**src/rtl/seq_arith_pkg.sv**
```systemverilog
// Shared types and sizing helpers for the sequential arithmetic blocks
// (divider, and the shift-add multiplier that sits beside it).
package seq_arith_pkg;

    localparam int DEFAULT_WIDTH = 4;
    localparam int CT_WIDTH      = $clog2(DEFAULT_WIDTH + 1);

    typedef enum logic [1:0] {
        IDLE = 2'd0,
        RUN  = 2'd1,
        DONE = 2'd2
    } state_e;

    // Iteration counter width for an arbitrary operand width.
    function automatic int ct_width(input int width);
        return $clog2(width + 1);
    endfunction

endpackage

```
**src/rtl/div_step.sv**
```systemverilog
// One restoring-division iteration: shift the next dividend bit into the
// partial remainder and subtract the divisor when it fits.
module div_step
    import seq_arith_pkg::*;
#(
    parameter int WIDTH = DEFAULT_WIDTH
) (
    input  logic [WIDTH-1:0] pr_i,
    input  logic             bit_i,
    input  logic [WIDTH-1:0] dv_i,
    output logic [WIDTH-1:0] pr_o,
    output logic             q_o
);

    logic [WIDTH:0] t_s;

    assign t_s = {pr_i, bit_i};

    // The difference is always below the divisor, so it fits in WIDTH bits
    // and a modulo-2^WIDTH subtract gives the exact value.
    always_comb begin
        pr_o = t_s[WIDTH-1:0];
        q_o  = 1'b0;
        if (t_s >= {1'b0, dv_i}) begin
            pr_o = t_s[WIDTH-1:0] - dv_i;
            q_o  = 1'b1;
        end else begin
            pr_o = t_s[WIDTH-1:0];
            q_o  = 1'b0;
        end
    end

endmodule

```
**src/rtl/seq_divider.sv**
```systemverilog
// Sequential restoring divider: 2*WIDTH-bit dividend by WIDTH-bit divisor,
// WIDTH iterations per job, START/READY handshake, overflow flag.
module seq_divider
    import seq_arith_pkg::*;
#(
    parameter int WIDTH = DEFAULT_WIDTH
) (
    input  logic                 clk,
    input  logic                 reset,
    input  logic                 START,
    input  logic [2*WIDTH-1:0]   N,
    input  logic [WIDTH-1:0]     D,
    output logic [WIDTH-1:0]     Q,
    output logic [WIDTH-1:0]     R,
    output logic                 READY,
    output logic                 OVF
);

    localparam int CT_W = ct_width(WIDTH);

    state_e           state_q, state_d;
    logic [WIDTH-1:0] pr_q, pr_d;
    logic [WIDTH-1:0] nl_q, nl_d;
    logic [WIDTH-1:0] dv_q, dv_d;
    logic [CT_W-1:0]  ct_q, ct_d;
    logic [WIDTH-1:0] q_q, q_d;
    logic [WIDTH-1:0] r_q, r_d;
    logic             ready_q, ready_d;
    logic             ovf_q, ovf_d;

    logic [WIDTH-1:0] step_pr_s;
    logic             step_q_s;
    logic [WIDTH-1:0] nl_shift_s;

    div_step #(.WIDTH(WIDTH)) u_div_step (
        .pr_i  (pr_q),
        .bit_i (nl_q[WIDTH-1]),
        .dv_i  (dv_q),
        .pr_o  (step_pr_s),
        .q_o   (step_q_s)
    );

    assign nl_shift_s = {nl_q[WIDTH-2:0], step_q_s};

    // Next-state, datapath and output logic; START restarts from any state.
    always_comb begin
        state_d = state_q;
        pr_d    = pr_q;
        nl_d    = nl_q;
        dv_d    = dv_q;
        ct_d    = ct_q;
        q_d     = q_q;
        r_d     = r_q;
        ready_d = ready_q;
        ovf_d   = ovf_q;
        if (START) begin
            pr_d    = N[2*WIDTH-1:WIDTH];
            nl_d    = N[WIDTH-1:0];
            dv_d    = D;
            ct_d    = {CT_W{1'b0}};
            ready_d = 1'b0;
            // A high half not below the divisor would need more than WIDTH
            // quotient bits; this also catches a zero divisor.
            if (N[2*WIDTH-1:WIDTH] >= D) begin
                state_d = DONE;
                ovf_d   = 1'b1;
                q_d     = {WIDTH{1'b1}};
                r_d     = {WIDTH{1'b0}};
                ready_d = 1'b1;
            end else begin
                state_d = RUN;
                ovf_d   = 1'b0;
            end
        end else begin
            case (state_q)
                IDLE: begin
                    state_d = IDLE;
                end
                RUN: begin
                    pr_d = step_pr_s;
                    nl_d = nl_shift_s;
                    ct_d = ct_q + CT_W'(1);
                    if (ct_q == CT_W'(WIDTH - 1)) begin
                        q_d     = nl_shift_s;
                        r_d     = step_pr_s;
                        ready_d = 1'b1;
                        state_d = DONE;
                    end else begin
                        state_d = RUN;
                    end
                end
                DONE: begin
                    state_d = DONE;
                end
                default: begin
                    state_d = IDLE;
                end
            endcase
        end
    end

    // State and datapath registers with synchronous reset.
    always_ff @(posedge clk) begin
        if (reset) begin
            state_q <= IDLE;
            pr_q    <= {WIDTH{1'b0}};
            nl_q    <= {WIDTH{1'b0}};
            dv_q    <= {WIDTH{1'b0}};
            ct_q    <= {CT_W{1'b0}};
            q_q     <= {WIDTH{1'b0}};
            r_q     <= {WIDTH{1'b0}};
            ready_q <= 1'b0;
            ovf_q   <= 1'b0;
        end else begin
            state_q <= state_d;
            pr_q    <= pr_d;
            nl_q    <= nl_d;
            dv_q    <= dv_d;
            ct_q    <= ct_d;
            q_q     <= q_d;
            r_q     <= r_d;
            ready_q <= ready_d;
            ovf_q   <= ovf_d;
        end
    end

    assign Q     = q_q;
    assign R     = r_q;
    assign READY = ready_q;
    assign OVF   = ovf_q;

endmodule

```
**config.mk**
```make
export PLATFORM = sky130hd
export DESIGN_NAME = seq_divider
export DESIGN_NICKNAME = d
export VERILOG_FILES = /design/src/rtl/seq_arith_pkg.sv /design/src/rtl/div_step.sv /design/src/rtl/seq_divider.sv
export SDC_FILE = /design/constraint.sdc
export NUM_CORES = 1
export LEC_CHECK = 0
export CAP_MARGIN = 20
export CORE_MARGIN = 5
export CORE_UTILIZATION = 45
export DETAILED_ROUTE_END_ITERATION = 10
export PLACE_DENSITY = 0.71
export SETUP_SLACK_MARGIN = 0.1
export SYNTH_ARGS = -nofsm -noshare
export SYNTH_HDL_FRONTEND = slang
export SYNTH_SLANG_ARGS = --single-unit
```
**constraint.sdc**
```tcl
create_clock -name clk -period 2.5 [get_ports clk]
set_input_delay 0.25 -clock clk [delete_from_list [all_inputs] [get_ports clk]]
set_output_delay 0.25 -clock clk [all_outputs]
set_load 0.03 [all_outputs]
```
==> flow_summary.toml <==
[status]
outcome = "completed"

[global_routing]
top_usage_layer = "met2"
grt_pass1_wl_um = 5580
grt_overflow = 0
gr-usage-met1 = 0.207
grtUsageMet3 = 0.0289
met2_usage = 0.260
first_global_vias = 1289
antenna_found_initial = 0
grt_use_total = 0.162
grt_start_max_net_pins = 26

[power]
power_frac_comb = 0.261
swShare = 0.308
pwr-share-seq = 0.524
power.internal_mw = 0.625
p_switching_mw = 0.279
p_leak_nw = 0.692
power_density_mw_per_mm2 = 519
power.share.clock = 0.215
max-vdd-ir-drop_mv = 0.240

[yosys]
synth.distinct_cells = 39
syn_area_mm2 = 0.00143
synth-main-ff-cell = "dfxtp_1"
yosys-top-cells-area = "dfxtp_1 38%, ha_1 11%, mux2i_1 7.0%"
ys_seq_area_frac = 0.378
synth_fp_nets = 192
yosys.area.top_type_share = 0.378
syn_inst = 164
synth_enable_flop_cells = 0
ys_seq_elements = 27
async_flop_share = 0
ys_warn_count = 0
syn_avg_cell_area_um2 = 8.71
yosysTopAreaCell = "dfxtp_1"

[die]
ioPinCount = 25
dieWidth_um = 66.4
core_area_mm2 = 0.00305
start_util = 0.468
die-area_mm2 = 0.00440
die_height_um = 66.4
num_rows = 20

[clock_tree]
numCtsBuffers = 3
cts_tree = "built"
cts_sinks = 27
clk_pin_slew_worst_paths_ps = 150
ctsResizeCount = 0
htreeDepth = 1
clockBufferDepth = 2
ctsHoldBuffers = 0
cts_setup_buffers = 0
clock_latency_ps = 330
cts_root_buf = "clkbuf_4"

[place]
dp_slack_ps = 86.8
port_buffers = 24
postPlaceCellArea_mm2 = 0.00171
dp_hpwl_um = 2510
gp_congestion = 0.846

[hold_path]
min-delay-start = "OVF"
hold_path_end = "OVF"
hp-class = "flip-flop to flip-flop"
hold_depth = 2

[sta]
worstMarginPinSlew_ps = 445
grt_setup_unrepaired = "false"
fin_setup_tns_ps = 0
fin_ws_ps = 417
max_freq_ghz = 0.480
fin_crit_ps = 2080
skew_ps = 10.6
finalCritPeriodShare = 0.833
hold_viol_final = 0
finalSetupViolCount = 0
final-max-slew-violation-count = 0
max-slew-margin-rel = 0.696

[critical_path]
critical_path_class = "flip-flop to flip-flop"
rr_startpoint = "dv_q[2]"
r2r-end = "R[0]"
worstPathMaxFanout = 8
worst_ep_arrival_time_ps = 2330
r2r_slack_ps = 420
startpoint_type = "flip-flop"
cp-end-kind = "flip-flop"
r2r_cells = 7
worstPathRequired_ps = 2750

[final_layout]
final_common_cell = "dfxtp_1"
drive_gt1_frac = 0.0745
antenna-diode-count = 0
finalNetCount = 217
num-fill-cells = 305
stdcell_area_mm2 = 0.00174
final_cell_mix = "27 x dfxtp_1, 24 x clkdlybuf4s50_1, 22 x nor2_1"
areaGrowthSynthToFinish_pct = 21.9

[route]
drcViolationCount = 0
wl_per_cell_um = 13.6
finalWirelength_um = 3160
ant_nets = 0
vias = 1239
vias_per_cell = 5.34
drt_iter0_drc = 70
drt-pass1-iter-count = 4

[run]
cap_violations = 0
flip-flops by register name, summed over array words and instances, names as in the netlist:
| name | cells |
|---|---|
| dv_q | 4 |
| pr_q | 4 |
| ct_q | 3 |
| R | 4 |
| nl_q | 4 |
| state_q | 2 |
| Q | 4 |
| OVF | 1 |
| READY | 1 |
synth_stat cells, drive strengths merged, types with 2 or more instances:
master,n
a2111oi,2
a211oi,6
a21oi,12
a22oi,2
and2,2
buf,3
clkbuf,4
dfxtp,27
ha,12
inv,16
mux2i,10
nand2,7
nand3,3
nor2,22
nor2b,2
nor3,4
o21ai,8
o22ai,3
o32ai,2
or3,3
routing by layer:
| layer | routed length [µm] | part of all wire | up-vias |
|---|---|---|---|
| met5 | 0 | 0 | - |
| met4 | 64 | 0.020 | 0 |
| met3 | 134 | 0.042 | 7 |
| met2 | 1480 | 0.47 | 37 |
| met1 | 1480 | 0.47 | 571 |
| li1 | - | - | 624 |
stage by stage:
stage,hold WS [ps],std cells,util,power [mW]
floorplan,341,164,-,0.638
global placement,452,228,0.561,0.711
detailed placement,461,228,0.561,0.718
CTS,482,232,0.570,0.910
global route,503,232,0.570,0.958
finish,479,232,0.570,0.904
power groups by stage:
stage          logic (mW)  registers [mW]  clock network [mW]
2_1_floorplan       0.143           0.495                   0
3_3_place_gp        0.229           0.482                   0
3_5_place_dp        0.235           0.483                   0
4_1_cts             0.236           0.474               0.200
5_1_grt             0.263           0.478               0.217
6_report            0.236           0.474               0.194
layout make-up:
| type | count | area, µm² | area share |
|---|---|---|---|
| repair buffers | 27 | 263 | 0.151 |
| well taps | 44 | 55.1 | 0.0316 |
| multi-input cells | 114 | 793 | 0.455 |
| inverters | 16 | 60.1 | 0.0345 |
| clock buffers | 3 | 22.5 | 0.0129 |
| flip-flops and latches | 27 | 541 | 0.310 |
| clock inverters | 1 | 7.51 | 0.00431 |
worst max-delay path, stage by stage, from the launching register on:
cell      delay (ps)
dfxtp_1          390
inv_1             60
ha_1             210
or4_4            520
a21oi_2          160
a21oi_2          110
or3_1            350
a311oi_2         200
cell families (layout without fill, tap and decap cells):
kind of cell	count (synthesis)	in the layout	synth area share
compound gates	40	40	0.187
fa+ha+maj	13	13	0.119
simple gates	49	49	0.167
buf+inv	23	47	0.0665
xor+xnor	2	2	0.0123
mux	10	10	0.0701
flops	27	27	0.378
how the worst max path moves through the flow:
stage	end	slack, ps	cells after the start	from
6_report	R[0]	420	7	dv_q[2]
4_1_cts	R[0]	410	7	dv_q[2]
3_5_place_dp	R[0]	90	8	N[4]
3_3_place_gp	R[0]	270	8	N[4]
5_1_grt	R[0]	240	8	N[4]
2_1_floorplan	R[0]	630	7	dv_q[2]
Note: power is estimated with default switching activity, not from simulation.
